## config.mk

```make
export PLATFORM = sky130hd
export DESIGN_NAME = ship_motion
export DESIGN_NICKNAME = d
export VERILOG_FILES = /design/src/rtl/bosconian_pkg.sv /design/src/rtl/wrap_step.sv /design/src/rtl/ship_motion.sv
export SDC_FILE = /design/constraint.sdc
export NUM_CORES = 1
export LEC_CHECK = 0
export BUFFER_PORTS_ARGS = -buffer_cell sky130_fd_sc_hd__buf_2
export CAP_MARGIN = 40
export CORE_MARGIN = 4
export CORE_UTILIZATION = 54
export DETAILED_ROUTE_END_ITERATION = 10
export PLACE_DENSITY = 0.74
export SETUP_SLACK_MARGIN = 0.05
export SYNTH_ARGS = -nofsm -noshare
export SYNTH_HDL_FRONTEND = slang
export SYNTH_SLANG_ARGS = --single-unit
```

## constraint.sdc

```tcl
create_clock -name frame_clk -period 4.7 [get_ports frame_clk]
set_clock_uncertainty 0.15 [all_clocks]
set_input_delay 0.235 -clock frame_clk [delete_from_list [all_inputs] [get_ports frame_clk]]
set_output_delay 0.235 -clock frame_clk [all_outputs]
set_load 0.05 [all_outputs]
```

## src/rtl/bosconian_pkg.sv

```systemverilog
// Shared motion types for the ship: FSM states, WASD keycodes, 8-way dir encoding.
// Latency: none (types, constants and pure functions only).
// Backpressure: not applicable.
package bosconian_pkg;

  typedef enum logic [1:0] {
    ST_IDLE   = 2'd0,
    ST_ACCEL  = 2'd1,
    ST_CRUISE = 2'd2,
    ST_DECEL  = 2'd3
  } motion_state_t;

  localparam logic [7:0] KEY_UP    = 8'h1A;  // W
  localparam logic [7:0] KEY_DOWN  = 8'h16;  // S
  localparam logic [7:0] KEY_LEFT  = 8'h04;  // A
  localparam logic [7:0] KEY_RIGHT = 8'h07;  // D

  localparam logic [2:0] DIR_N  = 3'd0;
  localparam logic [2:0] DIR_NE = 3'd1;
  localparam logic [2:0] DIR_E  = 3'd2;
  localparam logic [2:0] DIR_SE = 3'd3;
  localparam logic [2:0] DIR_S  = 3'd4;
  localparam logic [2:0] DIR_SW = 3'd5;
  localparam logic [2:0] DIR_W  = 3'd6;
  localparam logic [2:0] DIR_NW = 3'd7;

  // Net per-axis flags (already cancelled, so at most one per axis) to dir code.
  function automatic logic [2:0] dir_encode(input logic n, input logic s,
                                            input logic e, input logic w);
    logic [2:0] d;
    case ({n, s, e, w})
      4'b1000: d = DIR_N;
      4'b1010: d = DIR_NE;
      4'b0010: d = DIR_E;
      4'b0110: d = DIR_SE;
      4'b0100: d = DIR_S;
      4'b0101: d = DIR_SW;
      4'b0001: d = DIR_W;
      4'b1001: d = DIR_NW;
      default: d = DIR_N;
    endcase
    return d;
  endfunction

endpackage

```

## src/rtl/wrap_step.sv

```systemverilog
// One axis of toroidal motion: moves pos by step in the given sign, wrapping at 0 / max.
// Latency: combinational.
// Backpressure: none.
module wrap_step #(
  parameter int POS_W = 10
) (
  input  logic [POS_W-1:0] pos,
  input  logic [3:0]       step,
  input  logic             neg,
  input  logic [POS_W-1:0] max,
  output logic [POS_W-1:0] wrapped
);

  // One extra bit so pos+step and pos+max+1 never lose their carry.
  localparam int EW = POS_W + 1;

  logic [EW-1:0] pos_e;
  logic [EW-1:0] step_e;
  logic [EW-1:0] max_e;
  logic [EW-1:0] sum;

  // Increment wraps past max back to 0; decrement below 0 wraps to the top.
  always_comb begin
    pos_e  = EW'(pos);
    step_e = EW'(step);
    max_e  = EW'(max);
    sum    = pos_e + step_e;
    if (!neg) begin
      if (sum > max_e) wrapped = POS_W'(sum - max_e - EW'(1));
      else             wrapped = POS_W'(sum);
    end else begin
      if (pos_e < step_e) wrapped = POS_W'(pos_e + max_e + EW'(1) - step_e);
      else                wrapped = POS_W'(pos_e - step_e);
    end
  end

endmodule

```

## src/rtl/ship_motion.sv

```systemverilog
// Ship motion per video frame: WASD decode, accel/cruise/decel speed FSM, wrapped 8-way position.
// Latency: speed/dir register on the frame edge; position follows the registered speed one frame later.
// Backpressure: none; keycode is sampled every frame_clk edge.
module ship_motion
  import bosconian_pkg::*;
#(
  parameter int NUM_KEYS     = 2,
  parameter int POS_W        = 10,
  parameter int X_MAX        = 639,
  parameter int Y_MAX        = 479,
  parameter int X_INIT       = 320,
  parameter int Y_INIT       = 240,
  parameter int SPEED_MAX    = 4,
  parameter int ACCEL_FRAMES = 4,
  parameter int STICKY       = 1
) (
  input  logic                  frame_clk,
  input  logic                  Reset,
  input  logic [8*NUM_KEYS-1:0] keycode,
  output logic                  moving,
  output logic [2:0]            dir,
  output logic [3:0]            speed,
  output logic [POS_W-1:0]      pos_x,
  output logic [POS_W-1:0]      pos_y
);

  localparam int              CNT_W     = (ACCEL_FRAMES > 1) ? $clog2(ACCEL_FRAMES) : 1;
  localparam logic [CNT_W-1:0] CNT_LAST = CNT_W'(ACCEL_FRAMES - 1);
  localparam logic [3:0]      SPD_MAX   = 4'(SPEED_MAX);
  localparam bit              STICKY_ON = (STICKY != 0);
  localparam logic [POS_W-1:0] XM       = POS_W'(X_MAX);
  localparam logic [POS_W-1:0] YM       = POS_W'(Y_MAX);

  motion_state_t    state_q, state_d;
  logic [3:0]       speed_q, speed_d;
  logic [CNT_W-1:0] cnt_q, cnt_d;
  logic [2:0]       dir_q;
  logic [POS_W-1:0] pos_x_q, pos_y_q;
  logic [POS_W-1:0] x_next, y_next;

  logic up, down, left, right;
  logic go_n, go_s, go_e, go_w, key_valid;
  logic x_inc, x_dec, y_inc, y_dec;
  logic [3:0] step_x, step_y;

  // Collect WASD flags from every slot, then cancel opposing keys per axis.
  always_comb begin
    up    = 1'b0;
    down  = 1'b0;
    left  = 1'b0;
    right = 1'b0;
    for (int k = 0; k < NUM_KEYS; k++) begin
      if (keycode[8*k +: 8] == KEY_UP)    up    = 1'b1;
      if (keycode[8*k +: 8] == KEY_DOWN)  down  = 1'b1;
      if (keycode[8*k +: 8] == KEY_LEFT)  left  = 1'b1;
      if (keycode[8*k +: 8] == KEY_RIGHT) right = 1'b1;
    end
    go_n      = up & ~down;
    go_s      = down & ~up;
    go_e      = right & ~left;
    go_w      = left & ~right;
    key_valid = go_n | go_s | go_e | go_w;
  end

  // Speed FSM: ramp one step every ACCEL_FRAMES frames up to SPEED_MAX, and back down when released.
  always_comb begin
    state_d = state_q;
    speed_d = speed_q;
    cnt_d   = cnt_q;
    case (state_q)
      ST_IDLE: begin
        if (key_valid) begin
          state_d = ST_ACCEL;
          speed_d = 4'd1;
          cnt_d   = '0;
        end
      end
      ST_ACCEL: begin
        if (!STICKY_ON && !key_valid) begin
          state_d = ST_DECEL;
          cnt_d   = '0;
        end else if (cnt_q == CNT_LAST) begin
          cnt_d = '0;
          if (speed_q < SPD_MAX) speed_d = speed_q + 4'd1;
          if (speed_d >= SPD_MAX) state_d = ST_CRUISE;
        end else begin
          cnt_d = cnt_q + CNT_W'(1);
        end
      end
      ST_CRUISE: begin
        if (!STICKY_ON && !key_valid) begin
          state_d = ST_DECEL;
          cnt_d   = '0;
        end
      end
      ST_DECEL: begin
        if (key_valid) begin
          state_d = ST_ACCEL;
          cnt_d   = '0;
        end else if (speed_q == 4'd0) begin
          state_d = ST_IDLE;
          cnt_d   = '0;
        end else if (cnt_q == CNT_LAST) begin
          cnt_d   = '0;
          speed_d = speed_q - 4'd1;
          if (speed_d == 4'd0) state_d = ST_IDLE;
        end else begin
          cnt_d = cnt_q + CNT_W'(1);
        end
      end
      default: begin
        state_d = ST_IDLE;
        speed_d = 4'd0;
        cnt_d   = '0;
      end
    endcase
  end

  // FSM, speed and frame counter registers.
  always_ff @(posedge frame_clk or posedge Reset) begin
    if (Reset) begin
      state_q <= ST_IDLE;
      speed_q <= 4'd0;
      cnt_q   <= '0;
    end else begin
      state_q <= state_d;
      speed_q <= speed_d;
      cnt_q   <= cnt_d;
    end
  end

  // Axis motion comes from the registered dir/speed, so a speed change moves the ship one frame later.
  always_comb begin
    x_inc  = (dir_q == DIR_NE) || (dir_q == DIR_E) || (dir_q == DIR_SE);
    x_dec  = (dir_q == DIR_SW) || (dir_q == DIR_W) || (dir_q == DIR_NW);
    y_dec  = (dir_q == DIR_NW) || (dir_q == DIR_N) || (dir_q == DIR_NE);
    y_inc  = (dir_q == DIR_SE) || (dir_q == DIR_S) || (dir_q == DIR_SW);
    step_x = (x_inc || x_dec) ? speed_q : 4'd0;
    step_y = (y_inc || y_dec) ? speed_q : 4'd0;
  end

  wrap_step #(.POS_W(POS_W)) u_wrap_x (
    .pos     (pos_x_q),
    .step    (step_x),
    .neg     (x_dec),
    .max     (XM),
    .wrapped (x_next)
  );

  wrap_step #(.POS_W(POS_W)) u_wrap_y (
    .pos     (pos_y_q),
    .step    (step_y),
    .neg     (y_dec),
    .max     (YM),
    .wrapped (y_next)
  );

  // Heading follows any valid key in every state; position steps every frame.
  always_ff @(posedge frame_clk or posedge Reset) begin
    if (Reset) begin
      dir_q   <= DIR_N;
      pos_x_q <= POS_W'(X_INIT);
      pos_y_q <= POS_W'(Y_INIT);
    end else begin
      if (key_valid) dir_q <= dir_encode(go_n, go_s, go_e, go_w);
      pos_x_q <= x_next;
      pos_y_q <= y_next;
    end
  end

  assign moving = (speed_q != 4'd0);
  assign dir    = dir_q;
  assign speed  = speed_q;
  assign pos_x  = pos_x_q;
  assign pos_y  = pos_y_q;

endmodule

```

======== Word-level counts from Yosys, hierarchy flattened ========
Memory sizes are Yosys's and may differ from the RTL's. A register that Yosys moved wholly into a read port is not among the register bits.
Index checks and enable logic that the tools add are counted.
word-level totals
  memories ................................ 1
  logic and storage cells ................. 123
  flip-flop bits (word level) ............. 28
  ROM bits ................................ 48
operators by class
  equality and inequality tests ........... 26
  $lt $le $gt $ge ......................... 6
  multiplexer cells ....................... 38
  $add $sub $neg .......................... 17
  bitwise logic cells ..................... 11
  reductions and logical operators ........ 19
memories
  name              depth  bits a word  rd ports  clocked after Yosys merged registers in  wr ports  line                 RTL
  (name not given)  16     3            1         1                                        0         bosconian_pkg.sv:31  case ({n, s, e, w})
operators by type and width
  kind                                                                    number
  10-bit two-way mux                                                      6
  4-bit two-way mux                                                       10
  10-bit by 4-bit subtractor with 10-bit output                           4
  8-bit by 3-bit == test with 1-bit output, second input constant         4
  8-bit by 5-bit == test with 1-bit output, second input constant         4
  10-bit by 4-bit adder with 11-bit output                                2
  2-bit two-way mux                                                       11
  10-bit by 1-bit adder with 10-bit output, second input constant         2
  10-bit by 4-bit < comparator with 1-bit output                          2
  10-bit by 1-bit subtractor with 10-bit output, second input constant    2
  3-bit == test, second input constant                                    4
  2-bit != test, second input constant                                    6
  2-bit one-hot mux with 3 select lines                                   2
  4-bit one-hot mux with 3 select lines                                   1
  6-bit AND reduction                                                     2
  11-bit by 10-bit > comparator with 1-bit output, second input constant  1
  11-bit by 9-bit > comparator with 1-bit output, second input constant   1
  10-bit adder, second input constant                                     1
  10-bit by 9-bit adder with 10-bit output, second input constant         1
  1-bit logical OR                                                        10
  10-bit subtractor, second input constant                                1
  10-bit by 9-bit subtractor with 10-bit output, second input constant    1
  4-bit zero test                                                         2
  1-bit two-way mux                                                       8
  other kinds (18)                                                        29

======== Depth between registers and ports, before layout ========
Gate-level depths: netlist (run 1).
  word-level depth ........................ 10
  gate-level depth with buffers ........... 15

======== Cells and area by module ========
A second synthesis (run 1) with hierarchy kept.
unflattened totals
  cells, all modules ...................... 693
  area total of the unflattened synthesis .. 5530.3 sq um
by module, submodules not included
  module                 cells each  area an instance (sq um)  times used
  wrap_step at u_wrap_x  267         2043.2                    1
  wrap_step at u_wrap_y  277         1955.6                    1
  ship_motion            149         1531.5                    1

======== Least setup slack after synthesis (run 1) ========
Ideal clock, no wire load.
  kind .................................... reg-to-reg
  start ................................... register dir_q[1] (netlist: dir[1])
  end ..................................... register pos_y_q[6] (netlist: pos_y[6])
  required time ........................... 4486 ps
  path slack .............................. 929 ps
  arrival ................................. 3557 ps
  clock period less this slack ............ 3771 ps
  path buffers ............................ 1
  stages on the path, launching flop included .. 13
  library setup time ...................... 64 ps
  cells stage by stage .................... dfrtp_1 > clkbuf_1 > nand2b_1 > nand2_1 > ha_1 > nand2b_4 > a2111o_1 > a211oi_4 > and3_4 > mux2i_4 > o21ai_4 > or4b_1 > nand3_1
between the ends
  cells in the longest elaborated chain, start to end .. 10
  elaborated cells on any way between the ends .. 22
  those cells by class .................... add/sub: 5; order compare: 2; eq/ne: 5; mux: 4; reduce/logical: 6
RTL lines
  what                                                              line                                    RTL
  from (decl)                                                       ship_motion.sv:37                       logic [2:0] dir_q;
  3-bit by 2-bit == test with 1-bit output (tied with other cells)  ship_motion.sv:137                      y_inc = (dir_q == DIR_SE) || (dir_q == DIR_S) || (dir_q == DIR_SW);
  1-bit logical OR (on tied branches) (2 in series)                 ship_motion.sv:137, ship_motion.sv:136
  1-bit logical OR                                                  ship_motion.sv:139                      step_y = (y_inc || y_dec) ? speed_q : 4'd0;
  4-bit two-way mux                                                 ship_motion.sv:139
  10-bit by 4-bit adder with 11-bit output                          wrap_step.sv:27                         sum = pos_e + step_e;
  10-bit by 9-bit subtractor with 10-bit output                     wrap_step.sv:29                         if (sum > max_e) wrapped = POS_W'(sum - max_e - EW'(1));
  10-bit by 1-bit subtractor with 10-bit output                     wrap_step.sv:29
  10-bit two-way mux                                                wrap_step.sv:29
  10-bit two-way mux (*)                                            wrap_step.sv:28                         if (!neg) begin
  named net u_wrap_y.wrapped[6]                                     wrap_step.sv:11                         output logic [POS_W-1:0] wrapped
  to (signal assigned)                                              ship_motion.sv:163                      pos_y_q <= POS_W'(Y_INIT);
  to (signal assigned)                                              ship_motion.sv:167                      pos_y_q <= y_next;
  to (decl)                                                         ship_motion.sv:38                       logic [POS_W-1:0] pos_x_q, pos_y_q;
The timed path passes the listed nets; every way through them passes the cells marked *.
A chain may end at the register's enable or synchronous reset.

======== Worst setup path in the final report (run 1) ========
  start ................................... input port keycode[13]
  end ..................................... register speed_q[1] (netlist: speed[1])
between the ends
  cells in the longest elaborated chain, start to end .. 9
  elaborated cells on any way between the ends .. 22
  those cells by class .................... eq/ne: 6; mux: 4; bitwise: 11; reduce/logical: 1
RTL lines
  what                                                         line                                  RTL
  from (decl)                                                  ship_motion.sv:19                     input logic [8*NUM_KEYS-1:0] keycode,
  8-bit by 5-bit == test with 1-bit output (on tied branches)  ship_motion.sv:54, ship_motion.sv:53
  1-bit two-way mux (on tied branches)                         ship_motion.sv:54, ship_motion.sv:53
  1-bit inverter (on tied branches)                            ship_motion.sv:58, ship_motion.sv:59
  1-bit AND (on tied branches)                                 ship_motion.sv:58, ship_motion.sv:59
  1-bit bitwise OR (2 in series)                               ship_motion.sv:62                     key_valid = go_n | go_s | go_e | go_w;
  1-bit bitwise OR (*)                                         ship_motion.sv:62
  2-bit != test (no line)                                      -
  6-bit AND reduction (no line) (*)                            -
  to (signal assigned)                                         ship_motion.sv:127                    speed_q <= speed_d;
  to (decl)                                                    ship_motion.sv:35                     logic [3:0] speed_q, speed_d;
Every way passes the cells marked *; elsewhere a longest branch is shown, timed or not.

==> impl_metrics.json, run 1 <==
{
  "status": "finished clean",
  "intPower_mw": 1.170,
  "power_density_nw_per_um2": 548.3,
  "design.final.nets": 627,
  "netlist-cell-type-count": 75,
  "dieHeight_um": 94.91,
  "total_switching_power_mw": 1.286,
  "finalPower_mw": 2.456,
  "final_hold_viol_count": 0,
  "final_layout_size_suffix_gt1_frac": 0.1525,
  "yosys-top-cells-area": "sky130_fd_sc_hd__dfrtp_1, sky130_fd_sc_hd__ha_1, sky130_fd_sc_hd__inv_1",
  "warning_count_from_the_yosys_run": 0,
  "post_synth_top_area_share": 0.1534,
  "yosys.cell_count.top_type": "sky130_fd_sc_hd__inv_1",
  "synth.net_count": 589,
  "vias_in_the_first_global_route": 3521,
  "cts_buffer_depth": 2,
  "detail_route.wirelength.met1_um": 4332,
  "ys_async_sr_fraction": 1.000,
  "sequentialPowerShare": 0.196,
  "fmax_mhz": 262.6,
  "clk_transition_reported_paths_ps": 70,
  "drt_iter0_markers": 172,
  "wire_per_inst_um": 14.30,
  "p_clk_frac": 0.114,
  "critical_path_arrival_ps": 3830,
  "syn-mean-instance-area_um2": 7.967,
  "synth_cells": 512,
  "cts.sinks": 31,
  "wl_met3_um": 405,
  "ctsResizeCount": 0,
  "gp_congestion": 0.9134,
  "grt_start_max_net_pins": 32,
  "area_of_the_die_um2": 9008,
  "die_w_um": 94.91,
  "grt_setup_unrepaired": "false",
  "final_antenna_net_count": 0,
  "crit_path_start_kind": "input pin",
  "cell_row_count": 31,
  "via_count": 3682,
  "setup_total_negative_slack_ps": 0,
  "timing.final.crit_share": 0.8104,
  "critical_path_peak_fanout": 10,
  "root_buffer": "sky130_fd_sc_hd__clkbuf_8",
  "htree_levels": 2,
  "insertion_delay_ps": 280,
  "buffer_ports.inserted": 45,
  "register_bit_total_from_synthesis": 31,
  "global_route_wire_length_before_repair_um": 15810,
  "drv_cap": 0,
  "place.detailed.instances": 641,
  "ys_dominant_reg_cell": "sky130_fd_sc_hd__dfrtp_1",
  "met2RoutedLength_um": 4444,
  "remaining_drcs": 0,
  "totalWireLength_um": 9297,
  "area_growth_syn_to_fin_pct": 9.816,
  "synth.cell_area_um2": 4079,
  "core-area_um2": 7292,
  "grt_usage": 0.2162,
  "tritoncts_clock_tree": "yes",
  "min_period_ps": 3809,
  "numCtsBuffers": 5,
  "crit_type": "input pin to flip-flop",
  "finalMaxSlewViolations": 0,
  "diodes": 0,
  "drt-pass1-iter-count": 6,
  "design.portCount": 46,
  "layout.cells.non_filler": 650,
  "synth_top_area_cell": "sky130_fd_sc_hd__dfrtp_1",
  "place_hpwl_um": 7378,
  "setup_violations": 0,
  "globalRouteOverflowTotal": 0,
  "power_switching_share": 0.5238,
  "synth_enable_flop_cells": 0,
  "top_cells_by_count_synth": "sky130_fd_sc_hd__inv_1, sky130_fd_sc_hd__ha_1, sky130_fd_sc_hd__nand2_1",
  "critPathRequiredTime_ps": 4720,
  "worst_ir_drop_vdd_mv": 0.2282,
  "end_kind": "flip-flop",
  "cts.repair_timing.setup_buffer_count": 0,
  "max_slew_margin": 0.4640,
  "routed.top_layer": "met4",
  "p_leak_nw": 2.050,
  "synth-seq-area-share": 0.1920,
  "drt-vias-per-instance": 5.665,
  "tightest_hold_check_type": "input pin to flip-flop",
  "antenna_found_initial": 0,
  "floorplan.initialDensity": 0.5594,
  "comb_power_share": 0.690,
  "worst-slew-pin-transition_ps": 801.0
}
[per-stage QoR]
stage | hold WS (ps) | cell area [um2] | util | setup slack, ps
CTS | 315.1 | 4479 | 0.6143 | 906.9
global placement | 196.5 | 4352 | 0.5968 | 766.5
detailed placement | 197.4 | 4352 | 0.5968 | 599.3
finish | 319.2 | 4479 | 0.6143 | 891.3
global route | 365.0 | 4479 | 0.6143 | 547.9
floorplan | 184.1 | 4079 | - | 928.8
[metal layers]
layer  vias to the layer above  track usage
li1                       1855            -
met1                      1737       0.2842
met2                        78       0.3664
met3                        12      0.03506
met4                         0      0.06010
met5                         -            0
[repair_timing]
action	in CTS	in global routing
hold endpoints to repair	25	0
endpoints found under the setup margin	0	0
hold buffers	1	0
[final cells by class]
type,instances,area (um2)
clock inverters,2,35.03
repair buffers,49,257.7
clock buffers,6,82.58
well taps,99,123.9
multi-input cells,404,2975
inverters,59,221.5
fillers,665,2813
flip-flops and latches,31,783.3
[cell families (layout without fill, tap and decap cells)]
family / after synthesis / after routing / share of synthesized area
adders and majority gates: 59 / 59 / 0.1994
AOI/OAI and AO/OA: 137 / 137 / 0.2319
and+or+nand+nor: 176 / 176 / 0.2209
muxes: 5 / 5 / 0.01564
xor gates and xnor gates: 27 / 27 / 0.06166
buffers and inverters: 77 / 116 / 0.07853
DFF: 31 / 31 / 0.1920
[power by group through the flow]
stage / sequential (mW) / combinational [mW] / clock (mW)
floorplan: 0.683 / 1.19 / 0
global placement: 0.483 / 1.65 / 0
detailed placement: 0.484 / 1.68 / 0
CTS: 0.480 / 1.70 / 0.284
global route: 0.500 / 1.88 / 0.300
finish: 0.482 / 1.70 / 0.279
[flip-flops by register name, summed over array words and instances (netlist names)]
register	cells
state_q	2
pos_y	10
cnt_q	2
speed	4
dir	3
pos_x	10
[layout by cell type (no fill, tap or decap), drive strengths merged, types with 5 or more instances in the layout]
master  netlist  final
inv          59     59
nand2        50     50
ha           49     49
buf           7     48
nor2         40     40
o21ai        38     38
a21oi        26     26
dfrtp        25     25
xnor2        23     23
nand3        16     16
nor2b        12     12
a31oi        12     12
nor3         12     12
or3          11     11
nand2b       11     11
fa           10     10
o22ai         7      7
o21bai        6      6
clkbuf       11      6
dfstp         6      6
o211ai        6      6
o21a          5      5
nand4         5      5
nor3b         5      5
a211oi        5      5
[worst max-delay path: stages]
cell and delay [ps]:
sky130_fd_sc_hd__buf_2 90, sky130_fd_sc_hd__or3_1 370, sky130_fd_sc_hd__or3_1 370, sky130_fd_sc_hd__or3b_2 460
sky130_fd_sc_hd__o21ai_0 120, sky130_fd_sc_hd__ha_1 190, sky130_fd_sc_hd__nor2b_1 190, sky130_fd_sc_hd__nor2b_1 510
sky130_fd_sc_hd__o21ai_0 150, sky130_fd_sc_hd__a2bb2oi_1 620, sky130_fd_sc_hd__nor2_1 110, sky130_fd_sc_hd__a21oi_1 130
sky130_fd_sc_hd__o21ai_0 90, sky130_fd_sc_hd__a22o_1 190
[worst paths after layout]
kind	from	end	slack, ps	cells past startpoint
max	keycode[13]	speed[1]	890	14
min	keycode[8]	dir[0]	320	5
min in group asynchronous	Reset	pos_y[8]	420	4
min reg2reg	cnt_q[1]	cnt_q[1]	410	2
max in group asynchronous	Reset	pos_y[4]	3630	4
max reg2reg	dir[0]	pos_y[6]	970	13
Note: power is estimated with default switching activity, not from simulation.
==> run 2: changes to the inputs <==
- clock period: 4.7 -> 3.8 ns (I/O delays scaled with it)
==> impl_metrics.json, run 2 (same netlist as run 1, synthesis figures left out) <==
{
  "drt-pass1-iter-count": 4,
  "drt-vias-per-instance": 5.657,
  "cp_slowest_stage_delay_ps": 490,
  "crit_path_cell_chain": "nand2b_1, nand2_2, ha_1, nand2b_4, a2111o_1, a211oi_4, and3_4, mux2i_4, o21ai_4, or4b_1, nand3_1",
  "totalWireLength_um": 9652,
  "place_hpwl_um": 7718,
  "setup_violations": 0,
  "setup_total_negative_slack_ps": 0,
  "crit_slowest_cell": "sky130_fd_sc_hd__or4b_1",
  "min_period_ps": 3533,
  "p_leak_nw": 2.101,
  "cell_row_count": 31,
  "layout.cells.non_filler": 661,
  "vias_in_the_first_global_route": 3604,
  "place.detailed.instances": 649,
  "diodes": 0,
  "status": "finished clean",
  "tritoncts_clock_tree": "yes",
  "area_of_the_die_um2": 9008,
  "grt_setup_unrepaired": "false",
  "detailed_place.area_um2": 4413,
  "drt_iter0_markers": 149,
  "insertion_delay_ps": 280,
  "area_growth_syn_to_fin_pct": 11.99,
  "cts_buffer_depth": 2,
  "crit_type": "flip-flop to flip-flop",
  "drv_cap": 0,
  "grt_usage": 0.2275,
  "fmax_mhz": 283.0,
  "htree_levels": 2,
  "clk_transition_reported_paths_ps": 70,
  "finalWorstSetupSlack_ps": 266.9,
  "final_antenna_net_count": 0,
  "critical_path_peak_fanout": 11,
  "remaining_drcs": 0,
  "globalRouteOverflowTotal": 0,
  "core-area_um2": 7292,
  "design.portCount": 46,
  "end_kind": "flip-flop",
  "worst-slew-pin-transition_ps": 780.4,
  "power_density_nw_per_um2": 681.8,
  "critPathRequiredTime_ps": 3870,
  "cts.sinks": 31,
  "root_buffer": "sky130_fd_sc_hd__clkbuf_8",
  "critical_path_arrival_ps": 3610,
  "grt_start_max_net_pins": 25,
  "finalMaxSlewViolations": 0,
  "gp_congestion": 0.8795,
  "final_hold_viol_count": 0,
  "placement.setup.worst_slack_ps": 238.5,
  "die_w_um": 94.91,
  "final_cell_mix": "sky130_fd_sc_hd__inv_1, sky130_fd_sc_hd__ha_1, sky130_fd_sc_hd__nand2_1",
  "layout_commonest_cell": "sky130_fd_sc_hd__inv_1",
  "design.final.nets": 638,
  "post_route_design_area_um2": 4568,
  "max_slew_margin": 0.4787,
  "antenna_found_initial": 0,
  "crit_path_start_kind": "flip-flop",
  "numCtsBuffers": 5,
  "wire_per_inst_um": 14.60,
  "tightest_hold_check_type": "input pin to asynchronous set/reset pin",
  "final_layout_size_suffix_gt1_frac": 0.1744,
  "worst_ir_drop_vdd_mv": 0.3935,
  "timing.final.crit_share": 0.9298,
  "dieHeight_um": 94.91,
  "global_route_wire_length_before_repair_um": 16630,
  "via_count": 3739,
  "floorplan.initialDensity": 0.5594,
  "buffer_ports.inserted": 45
}
[run 2: cell types whose count changed in the layout (fill, tap and decap cells not counted), sizes merged]
cell / before / now
buf: 48 / 59
[run 2: worst paths after layout]
path / slack (ps) / cells past startpoint / endpoint / start
min in group frame_clk: 260 / 5 / dir[0] / keycode[8]
worst max-delay path: 270 / 11 / pos_y[6] / dir[1]
worst max register to register: 270 / 11 / pos_y[6] / dir[1]
worst min-delay path: 260 / 3 / pos_y[9] / Reset
max in group asynchronous: 2530 / 4 / pos_y[4] / Reset
worst min register to register: 420 / 2 / cnt_q[1] / cnt_q[1]
[run 2: metrics by stage]
| stage | total power, mW | utilization | hold slack [ps] |
|---|---|---|---|
| 2_1_floorplan | 2.310 | - | 139.0 |
| 6_report | 3.114 | 0.6265 | 262.9 |
| 3_3_place_gp | 2.669 | 0.6042 | 12.14 |
| 3_5_place_dp | 2.721 | 0.6052 | 12.65 |
| 5_1_grt | 3.400 | 0.6265 | 285.1 |
| 4_1_cts | 3.088 | 0.6227 | 259.7 |
[run 2: area by class of cell]
class | count | area, um2
well taps | 99 | 123.9
inverters | 59 | 221.5
repair buffers | 60 | 340.3
clock inverters | 2 | 35.03
flip-flops and latches | 31 | 784.5
clock buffers | 6 | 82.58
multi-input cells | 404 | 2980
fillers | 700 | 2724
[run 2: critical path, delay by kind of cell (launching register included)]
family	cells	cell delay, ps
compound gates	3	940
fa+ha+maj	1	340
flops	1	460
mux	1	310
simple gates	6	1270
[run 2: timing repair]
action	CTS	global route
hold buffers	1	0
endpoints found under the setup margin	0	2
setup buffers	0	3
endpoints found under the hold margin	7	0
resized for setup	0	2
[run 2: metal layers]
layer / wire length [um] / global-route usage / up-vias / share of wire
li1: - / - / 1883 / -
met3: 310 / 0.03267 / 8 / 0.032
met5: 0 / 0 / - / 0
met1: 4428 / 0.2999 / 1788 / 0.46
met2: 4819 / 0.3987 / 60 / 0.50
met4: 93 / 0.04087 / 0 / 0.0096
[run 2: report_power, final]
group	switching, mW	internal, mW	total, mW
Combinational	1.34	0.837	2.17
Clock	0.129	0.212	0.342
Sequential	0.158	0.442	0.600
